`src/rtl/warp_ahb_pkg.sv`:
```
// AHB-Lite encodings shared by the fetch-side blocks:
// transfer types, burst types, transfer size and burst selection.
package warp_ahb_pkg;

  typedef enum logic [1:0] {
    HTRANS_IDLE   = 2'b00,
    HTRANS_BUSY   = 2'b01,
    HTRANS_NONSEQ = 2'b10,
    HTRANS_SEQ    = 2'b11
  } htrans_t;

  typedef enum logic [2:0] {
    HBURST_SINGLE = 3'b000,
    HBURST_INCR   = 3'b001,
    HBURST_WRAP4  = 3'b010,
    HBURST_INCR4  = 3'b011,
    HBURST_WRAP8  = 3'b100,
    HBURST_INCR8  = 3'b101,
    HBURST_WRAP16 = 3'b110,
    HBURST_INCR16 = 3'b111
  } hburst_t;

  localparam logic [2:0] HSIZE_64 = 3'b011;
  localparam logic [3:0] HPROT_FETCH = 4'b0010;

  function automatic hburst_t burst_for_len(
    input int unsigned words,
    input logic        wrap
  );
    hburst_t b;
    unique case (words)
      8:       b = wrap ? HBURST_WRAP8 : HBURST_INCR8;
      16:      b = wrap ? HBURST_WRAP16 : HBURST_INCR16;
      default: b = wrap ? HBURST_WRAP4 : HBURST_INCR4;
    endcase
    return b;
  endfunction

endpackage

```
`src/rtl/warp_icache_dm_ram.sv`:
```
// Line data array for warp_icache_dm: one write port,
// one read port with registered output.
module warp_icache_dm_ram #(
  parameter int AW = 6
) (
  input  logic          i_clk,
  input  logic          i_we,
  input  logic [AW-1:0] i_waddr,
  input  logic [63:0]   i_wdata,
  input  logic [AW-1:0] i_raddr,
  output logic [63:0]   o_rdata
);

  logic [63:0] mem [2**AW];

  always_ff @(posedge i_clk) begin
    if (i_we) mem[i_waddr] <= i_wdata;
    o_rdata <= mem[i_raddr];
  end

endmodule

```
`src/rtl/warp_icache_dm.sv`:
```
// Direct-mapped instruction cache with AHB-Lite burst refill.
// WARP_ICACHE_CWF_EN: wrapping critical-word-first refill.
module warp_icache_dm
  import warp_ahb_pkg::*;
#(
  parameter int ADDR_W     = 64,
  parameter int LINE_WORDS = 4,
  parameter int SETS       = 16
) (
  input  logic              i_clk,
  input  logic              i_rst,
  input  logic              i_req_valid,
  output logic              o_req_ready,
  input  logic [ADDR_W-1:0] i_req_raddr,
  output logic              o_res_valid,
  output logic [63:0]       o_res_rdata,
  output logic              o_res_err,
  output logic [ADDR_W-1:0] o_ahb_haddr,
  output logic [1:0]        o_ahb_htrans,
  output logic [2:0]        o_ahb_hburst,
  output logic [2:0]        o_ahb_hsize,
  output logic [3:0]        o_ahb_hprot,
  output logic              o_ahb_hwrite,
  input  logic [63:0]       i_ahb_hrdata,
  input  logic              i_ahb_hready,
  input  logic              i_ahb_hresp
);

  localparam int OFF_W = $clog2(LINE_WORDS);
  localparam int IDX_W = $clog2(SETS);
  localparam int TAG_W = ADDR_W - 3 - OFF_W - IDX_W;
  localparam logic [OFF_W-1:0] LAST = OFF_W'(LINE_WORDS - 1);
  localparam logic [OFF_W:0]   NBEAT = (OFF_W + 1)'(LINE_WORDS);
`ifdef WARP_ICACHE_CWF_EN
  localparam logic CWF = 1'b1;
`else
  localparam logic CWF = 1'b0;
`endif
  localparam hburst_t BURST = burst_for_len(LINE_WORDS, CWF);

  typedef enum logic [1:0] {
    S_IDLE, S_RESP, S_REFILL, S_ERR
  } state_t;

  state_t state_q, state_d;

  logic [TAG_W-1:0] tag_q [SETS];
  logic [SETS-1:0]  vld_q;

  logic [TAG_W-1:0] in_tag, req_tag_q;
  logic [IDX_W-1:0] in_idx, req_idx_q;
  logic [OFF_W-1:0] in_off, req_off_q;
  logic [OFF_W-1:0] first_off, nxt_off;
  logic [OFF_W-1:0] dph_off_q, dcnt_q;
  logic [OFF_W:0]   acnt_q;
  logic             dph_q, resp_done_q;
  logic [63:0]      crit_q, ram_q, rdata_q;
  logic             res_valid_q, res_err_q;
  logic [ADDR_W-1:0] haddr_q;
  htrans_t          htrans_q;

  logic hit, accept, err_first;
  logic beat_done, last_beat, crit_hit;
  logic unused_lsb;

  assign in_tag = i_req_raddr[ADDR_W-1 -: TAG_W];
  assign in_idx = i_req_raddr[OFF_W+3 +: IDX_W];
  assign in_off = i_req_raddr[3 +: OFF_W];
  assign unused_lsb = ^i_req_raddr[2:0];
  assign first_off = CWF ? in_off : {OFF_W{1'b0}};
  assign nxt_off = haddr_q[3 +: OFF_W] + OFF_W'(1);

  assign o_req_ready  = (state_q == S_IDLE) && !res_valid_q;
  assign o_res_valid  = res_valid_q;
  assign o_res_err    = res_err_q;
  assign o_res_rdata  = rdata_q;
  assign o_ahb_haddr  = haddr_q;
  assign o_ahb_htrans = htrans_q;
  assign o_ahb_hburst = BURST;
  assign o_ahb_hsize  = HSIZE_64;
  assign o_ahb_hprot  = HPROT_FETCH;
  assign o_ahb_hwrite = 1'b0;

  always_comb begin
    hit       = vld_q[in_idx] && (tag_q[in_idx] == in_tag);
    accept    = i_req_valid && o_req_ready;
    err_first = dph_q && i_ahb_hresp && !i_ahb_hready;
    beat_done = (state_q == S_REFILL) && dph_q &&
                i_ahb_hready && !i_ahb_hresp;
    last_beat = beat_done && (dcnt_q == LAST);
    crit_hit  = (dph_off_q == req_off_q);
  end

  always_ff @(posedge i_clk or posedge i_rst) begin
    if (i_rst) state_q <= S_IDLE;
    else       state_q <= state_d;
  end

  always_comb begin
    state_d = state_q;
    unique case (state_q)
      S_IDLE:   if (accept) state_d = hit ? S_RESP : S_REFILL;
      S_RESP:   state_d = S_IDLE;
      S_REFILL: begin
        if (err_first)      state_d = S_ERR;
        else if (last_beat) state_d = S_IDLE;
      end
      S_ERR:    if (i_ahb_hready) state_d = S_IDLE;
    endcase
  end

  always_ff @(posedge i_clk) begin
    if (last_beat) tag_q[req_idx_q] <= req_tag_q;
  end

  always_ff @(posedge i_clk or posedge i_rst) begin
    if (i_rst) begin
      vld_q       <= '0;
      req_tag_q   <= '0;
      req_idx_q   <= '0;
      req_off_q   <= '0;
      haddr_q     <= '0;
      htrans_q    <= HTRANS_IDLE;
      acnt_q      <= '0;
      dcnt_q      <= '0;
      dph_q       <= 1'b0;
      dph_off_q   <= '0;
      resp_done_q <= 1'b0;
      crit_q      <= '0;
      res_valid_q <= 1'b0;
      res_err_q   <= 1'b0;
      rdata_q     <= '0;
    end else begin
      res_valid_q <= 1'b0;
      res_err_q   <= 1'b0;
      unique case (state_q)
        S_IDLE: begin
          if (accept) begin
            req_tag_q <= in_tag;
            req_idx_q <= in_idx;
            req_off_q <= in_off;
            if (!hit) begin
              vld_q[in_idx] <= 1'b0;
              haddr_q <= {in_tag, in_idx, first_off, 3'b000};
              htrans_q <= HTRANS_NONSEQ;
              acnt_q <= (OFF_W + 1)'(1);
              dcnt_q <= '0;
              dph_q <= 1'b0;
              resp_done_q <= 1'b0;
            end
          end
        end
        S_RESP: begin
          res_valid_q <= 1'b1;
          rdata_q     <= ram_q;
        end
        S_REFILL: begin
          if (err_first) begin
            // ERROR needs two cycles; cancel the pending address now
            htrans_q <= HTRANS_IDLE;
            dph_q    <= 1'b0;
          end else if (i_ahb_hready) begin
            dph_q     <= (htrans_q != HTRANS_IDLE);
            dph_off_q <= haddr_q[3 +: OFF_W];
            if (htrans_q != HTRANS_IDLE) begin
              if (acnt_q == NBEAT) begin
                htrans_q <= HTRANS_IDLE;
              end else begin
                haddr_q  <= {haddr_q[ADDR_W-1:OFF_W+3], nxt_off, 3'b000};
                htrans_q <= HTRANS_SEQ;
                acnt_q   <= acnt_q + 1'b1;
              end
            end
            if (beat_done) begin
              dcnt_q <= dcnt_q + 1'b1;
              if (crit_hit) crit_q <= i_ahb_hrdata;
              if (CWF && !resp_done_q) begin
                res_valid_q <= 1'b1;
                rdata_q     <= i_ahb_hrdata;
                resp_done_q <= 1'b1;
              end
              if (last_beat) begin
                vld_q[req_idx_q] <= 1'b1;
                if (!CWF) begin
                  res_valid_q <= 1'b1;
                  rdata_q <= crit_hit ? i_ahb_hrdata : crit_q;
                end
              end
            end
          end
        end
        S_ERR: begin
          if (i_ahb_hready && !resp_done_q) begin
            res_valid_q <= 1'b1;
            res_err_q   <= 1'b1;
            rdata_q     <= '0;
          end
        end
      endcase
    end
  end

  warp_icache_dm_ram #(
    .AW(IDX_W + OFF_W)
  ) u_ram (
    .i_clk  (i_clk),
    .i_we   (beat_done),
    .i_waddr({req_idx_q, dph_off_q}),
    .i_wdata(i_ahb_hrdata),
    .i_raddr({in_idx, in_off}),
    .o_rdata(ram_q)
  );

endmodule

```
`config.mk`:
```
export PLATFORM = sky130hd
export DESIGN_NAME = warp_icache_dm
export DESIGN_NICKNAME = d
export VERILOG_FILES = /design/src/rtl/warp_ahb_pkg.sv /design/src/rtl/warp_icache_dm_ram.sv /design/src/rtl/warp_icache_dm.sv
export SDC_FILE = /design/constraint.sdc
export NUM_CORES = 2
export LEC_CHECK = 0
export CAP_MARGIN = 40
export CORE_ASPECT_RATIO = 1.2
export CORE_MARGIN = 2
export CORE_UTILIZATION = 45
export DETAILED_ROUTE_END_ITERATION = 6
export PLACE_DENSITY = 0.6
export SLEW_MARGIN = 20
export SYNTH_ARGS = -nofsm -noshare
export SYNTH_HDL_FRONTEND = slang
export SYNTH_MEMORY_MAX_BITS = 65536
export SYNTH_SLANG_ARGS = --single-unit
```
`constraint.sdc`:
```
create_clock -name i_clk -period 19.6 [get_ports i_clk]
set_input_delay 1.96 -clock i_clk [delete_from_list [all_inputs] [get_ports i_clk]]
set_output_delay 1.96 -clock i_clk [all_outputs]
set_load 0.1 [all_outputs]
```
# Word level (Yosys, flattened, before mapping)
# Memory sizes are Yosys's and may differ from the RTL's. A register that Yosys moved wholly into a read port is not among the register bits.
# Cells that the tools add are included.
# classes
addsub	3
magnitude_cmp	4
n_eq_ne	19
muxes	68
bitwise_logic	6
reduce_logical	29
# ops
op	n
2-to-1 mux 64 bit	8
one-hot mux 64 bit (3 select lines)	1
one-hot mux 64 bit (2 select lines)	1
2-to-1 mux 16 bit	6
== test 55 bit	1
2-to-1 mux 2 bit	16
one-hot mux 16 bit (2 select lines)	1
2-to-1 mux 5 bit	4
2-to-1 mux 3 bit	6
bitwise AND 16 bit	1
2-to-1 mux 1 bit	16
!= test 2 bit (second input constant)	8
inverter 16 bit	1
OR 16 bit	1
AND reduction 7 bit	2
AND reduction 4 bit	3
AND reduction 6 bit	2
logical AND 1 bit	11
less-than comparator 4 x 5 -> 1 bit (second input constant)	2
demux 1 bit (select 4 bit)	2
>= comparator 4 x 1 -> 1 bit (second input constant)	2
one-hot mux 2 bit (2 select lines)	2
one-hot mux 2 bit (4 select lines)	1
== test 2 bit (second input constant)	3
20 further kinds	28
# word_totals
ff_bits	283
ramBits	4976
input_bits	133
word_cells	147
n_memories	2
# memory_table
name	words	word_bits	read_ports	rd_ports_with_merged_regs	write_ports	line	text
u_ram.mem	64	64	1	1	1	warp_icache_dm_ram.sv:14	logic [63:0] mem [2**AW];
tag_q	16	55	1	0	1	warp_icache_dm.sv:47	logic [TAG_W-1:0] tag_q [SETS];

# Logic depth before layout (Yosys ltp)
# logic_depth
ltp_word	10
depth_mapped	17
depth_no_buf	9

# Cells and area by module
# Synthesis repeated with hierarchy kept, for this count alone.
# unflattened
hier_cells	9495
area_unflattened_um2	203841.8
# modules_own_cells
mod	n_inst	cells_each	area_per_inst_um2
warp_icache_dm_ram	1	6598	156331.2
warp_icache_dm	1	2897	47510.6

# Worst setup path before layout
# No wires, ideal clock.
# synth_path
kind	input-to-reg
from	in i_ahb_hready
to	mem u_ram.mem[31][0] (enable)
setup_ns	0.487
arrival_time_ns	5.631
slack_ns	13.482
stages	4
cell_sequence	nand2_1 > nor3b_1 > nand4_1 > nor2_1
# synth_between
elab_chain_cells	4
# synth_rtl
item	line	text
start: declaration	warp_icache_dm.sv:25	input logic i_ahb_hready,
logical AND 1 bit	warp_icache_dm.sv:88	beat_done = (state_q == S_REFILL) && dph_q &&
logical AND 1 bit	warp_icache_dm.sv:89	i_ahb_hready && !i_ahb_hresp;
2-to-1 mux 1 bit	warp_icache_dm_ram.sv:17	if (i_we) mem[i_waddr] <= i_wdata;
2-to-1 mux 1 bit (implied by the code)	warp_icache_dm_ram.sv:17	
end: declaration	warp_icache_dm_ram.sv:14	
# No other way between the ends.

# Worst setup path in the final report
# layout_path
from	in i_req_raddr[8]
to	reg haddr_q[11], in the netlist o_ahb_haddr[11]
# layout_between
elab_chain_cells	5
elab_cells_between_ends	7
cone_classes	1 x eq/ne; 2 x mux; 1 x bitwise; 2 x reduce/logical; 1 x memory
# layout_rtl
item	line	text
start: declaration	warp_icache_dm.sv:14	input logic [ADDR_W-1:0] i_req_raddr,
memory (16 x 55 bit) / binary-select mux 1 bit (select 4 bit) (equally long branches)	n/a	
== test 55 bit / 2-to-1 mux 1 bit (equally long branches)	warp_icache_dm.sv:85	hit = vld_q[in_idx] && (tag_q[in_idx] == in_tag);
logical AND 1 bit *	warp_icache_dm.sv:85	
inverter 1 bit (no source line) *	n/a	
AND reduction 4 bit (no source line) *	n/a	
end signal: assignment	warp_icache_dm.sv:144	haddr_q <= {in_tag, in_idx, first_off, 3'b000};
end signal: assignment	warp_icache_dm.sv:169	haddr_q <= {haddr_q[ADDR_W-1:OFF_W+3], nxt_off, 3'b000};
end: declaration	warp_icache_dm.sv:59	logic [ADDR_W-1:0] haddr_q;
# Every way passes the cells marked *; elsewhere a longest branch is shown, timed or not. The select of a mux whose other input is x is not followed.
# A chain may end at the register's enable or synchronous reset.

==> results.txt <==
----------------------------------------------------
[Critical path]
  Setup CP Type ... input pin to flop
  Critical path required time ... a little over 20 ns
  Critical path arrival ... 8.10 ns
  Worst setup EP type ... flop
  Category of the worst setup path launch point ... input pin
  Largest fanout on the critical path ... between 40 and 50

[Synth]
  Dominant synthesized flop cell ... edfxtp_1
  Async set or reset register ratio after synthesis ... approximately 5.3%
  Post-synthesis cell area ... between 200000 and 250000 µm²
  Number of warning messages in the yosys log ... 0
  Post-Syn Instances ... roughly 9000
  Share of synthesized area occupied by flip-flops and latches ... 77.5%
  Post-synthesis register bit count ... 5320
  Synth unique cells ... 74
  Mean cell area of the mapped netlist ... 22.3 µm²
  Post-synth EDFFs ... 4976

[Finish]
  Layout overhead on the synthesized area ... 16.3%
  Ratio of cells with drive above 1 in the final layout ... 28.7%
  Non-Filler Cell Area, Final ... 237000 µm²
  Final layout net count ... 10100
  Utilization after layout ... 52.6%

[Clock network]
  Bufs on Longest Clock Path ... 4
  CTS Root Cell ... clkbuf_16
  Number of gates resized after cts ... 0
  TritonCTS clock tree ... yes
  Clock buffers created by TritonCTS ... between 500 and 600
  Clock latency at the later pin of the worst-skew pair ... roughly 1.1 ns
  Post-CTS Hold Fix Bufs ... 0
  Post-CTS Setup Repair Bufs ... 0
  CTS clk-pin slew, worst paths ... roughly 0.060 ns
  Count of clock tree sinks ... 5320
  Total number of H-tree levels ... 6

[Global routing]
  Total global routing overflow ... 0
  Global-route wire length before repair ... 825000 µm
  GRT Util Overall ... 25.9%
  Maximum number of pins on one net before global-route repair ... 130
  Number of antenna violations at the first check in global routing ... 52
  Vias in the first global route ... 103000

[Power and ir drop]
  Leakage dissipation ... 76.8 nW
  P per Cell Area ... 115 nW/µm²
  Largest vdd supply drop ... 0.188 mV

[Floorplan]
  Area of the die ... 458000 µm²
  Core outline area ... 450000 µm²
  Initial core utilization ... 45.2%
  Number of ports placed on the die boundary ... 277
  Horizontal die dimension ... 618 µm
  Standard-cell rows ... 270
  Vertical die dimension ... ~740 µm

[Timing]
  PnR worst setup slack ... 12.44 ns
  Actual slew at the worst max-slew pin ... ~1.2 ns
  Final count of pins violating max slew ... 0
  Period utilization ... a little over a third
  Slew margin rel. ... 22.6%
  Clock skew after layout ... 0.0463 ns
  Maximum clock rate ... 0.140 GHz
  Min cycle time layout ... 7.16 ns
  Total negative setup slack ... 0 ns
  Endpoints failing setup ... 0
  Endpoints failing hold ... 0
  Unrepaired setup endpoints after global routing ... false

[Detailed routing]
  Drt initial violations ... 13900
  Total via count after detailed routing ... 103000
  Number of detailed-routing iterations run before antenna repair ... 6
  Remaining DRCs ... 0
  Via count normalized by instance count ... about 6.3
  WL per Instance ... 36.5 µm
  Aggregate routed wire length ... roughly 600000 µm
  Post-route antenna net violation count ... 0

[Place]
  Dpl cell area ... 219000 µm²
  DP Worst Slack ... 11.05 ns
  Port Buf Inserts ... 259
  Routability-driven placement congestion ratio ... 0.840
  Placed wire-length estimate after detailed placement ... 336000 µm

[Worst hold path]
  Path class of the lowest-slack min-delay path ... flop to flop

[Run status]
  Run status ... finished, final reports clean

[Flow run]
  Number of max-cap violations ... 0

----------------------------------------------------
==> cells in the mapped netlist, drive strengths merged, types with 64 or more instances <==
master / instances / area, µm²
nor2: 153 / 574
mux2: 146 / 1860
clkbuf: 304 / 1140
o21ai: 140 / 701
o21a: 67 / 503
a22oi: 106 / 796
nand2: 303 / 1140
dfxtp: 64 / 1280
mux4: 1322 / 29800
a21oi: 112 / 561
mux2i: 346 / 3460
buf: 209 / 1160
o221ai: 71 / 622
inv: 96 / 360
edfxtp: 4976 / 149000
dfrtp: 280 / 7010
==> flip-flops by register name, indices dropped and copies added, names as in the netlist <==
register / count
req_idx_q: 4
state_q: 2
dph_off_q: 2
req_tag_q: 55
dph_q: 1
u_ram.mem: 4096
vld_q: 16
u_ram.o_rdata: 64
acnt_q: 3
tag_q: 880
o_res_valid: 1
dcnt_q: 2
o_res_rdata: 64
crit_q: 64
req_off_q: 2
o_ahb_haddr: 61
o_ahb_htrans: 2
o_res_err: 1
==> critical path, stage by stage <==
cell and delay, ns:
clkbuf_8 0.46, buf_4 0.72, buf_4 0.76, nor2_4 0.24, buf_4 0.36, a22o_1 0.30, a221oi_1 0.28, xor2_1 0.46
o2111ai_1 0.26, nor4_1 0.37, and4b_1 0.36, a31o_4 0.27, buf_4 0.47, buf_12 0.31, mux2_4 0.33
==> kinds of logic (layout without fill, tap and decap cells) <==
group | count (synthesis) | in the layout | share of synthesized area, %
and+or+nand+nor | 585 | 585 | 1.22
DFF | 5320 | 5320 | 77.5
muxes | 1814 | 1814 | 17.2
adders and majority gates | 3 | 3 | 0.0184
xor gates and xnor gates | 53 | 53 | 0.228
buffers and inverters | 609 | 1881 | 1.31
other | 2 | 29 | 0.00369
AOI/OAI and AO/OA | 722 | 722 | 2.47
==> placed cells by master (no fill, tap or decap), types with 58 or more instances in the layout <==
| master | synthesis | final |
|---|---|---|
| o21a_1 | 67 | 67 |
| buf_4 | 38 | 311 |
| edfxtp_1 | 4976 | 4976 |
| a22oi_1 | 106 | 106 |
| nor2_1 | 153 | 59 |
| inv_1 | 95 | 92 |
| mux4_2 | 1322 | 1322 |
| dfxtp_1 | 64 | 64 |
| clkdlybuf4s50_1 | 0 | 173 |
| a21oi_1 | 112 | 111 |
| o221ai_1 | 71 | 69 |
| buf_8 | 0 | 91 |
| mux2_2 | 87 | 87 |
| dfrtp_1 | 280 | 279 |
| o21ai_0 | 140 | 140 |
| mux2i_1 | 346 | 346 |
| buf_16 | 0 | 100 |
| clkbuf_16 | 0 | 536 |
| mux2_4 | 58 | 58 |
| clkinv_1 | 0 | 81 |
| buf_12 | 7 | 73 |
| clkinv_2 | 0 | 79 |
| nand2_1 | 303 | 300 |
| nor2_4 | 0 | 92 |
| buf_2 | 67 | 69 |
| clkbuf_1 | 304 | 137 |
==> stage by stage <==
stage	power [W]	std cells	hold WS [ns]
final	0.0272	16400	0.495
after CTS	0.0274	16300	0.498
after global routing	0.0280	16400	0.513
after detailed placement	0.0174	15400	0.480
after global placement	0.0168	15200	0.479
after floorplan	0.0156	9120	0.467
==> cell type report <==
cell class                      count  area [µm²]
Tap cell                         5984        7490
Antenna cell                       15        37.5
Clock buffer                      701       14300
Inverter                           96         380
Timing Repair Buffer              824       10100
Sequential cell                  5320      158000
Fill cell                       34400      214000
Clock inverter                    260        2700
Multi-Input combinational cell   3191       44000
==> metal layers <==
layer	global-route usage, %	routed length [µm]	up-vias	part of all wire, %
li1	-	-	40100	-
met1	35.1	227000	55900	38
met2	43.4	299000	5771	50
met3	4.00	52400	1064	8.8
met4	8.28	21000	14	3.5
met5	0	96	-	0.016
==> worst paths after layout <==
| path | start | to | slack (ns) | cells past startpoint |
|---|---|---|---|---|
| worst min-delay path | o_res_rdata[62] | o_res_rdata[62] | 0.50 | 1 |
| worst min register to register | o_res_rdata[62] | o_res_rdata[62] | 0.50 | 1 |
| worst max-delay path | i_req_raddr[8] | o_ahb_haddr[11] | 12.44 | 15 |
| worst max register to register | state_q[1] | u_ram.mem[44][45] | 14.30 | 9 |
| max in group asynchronous | i_rst | o_res_rdata[0] | 16.07 | 6 |
| min in group asynchronous | i_rst | req_tag_q[38] | 1.22 | 2 |
==> power by group <==
part	total (W)	switching, W	internal [W]
combinational	0.00379	0.00239	0.00140
sequential	0.0134	0.000418	0.0130
clock	0.0101	0.00432	0.00573
(Power assumes the default switching activity.)
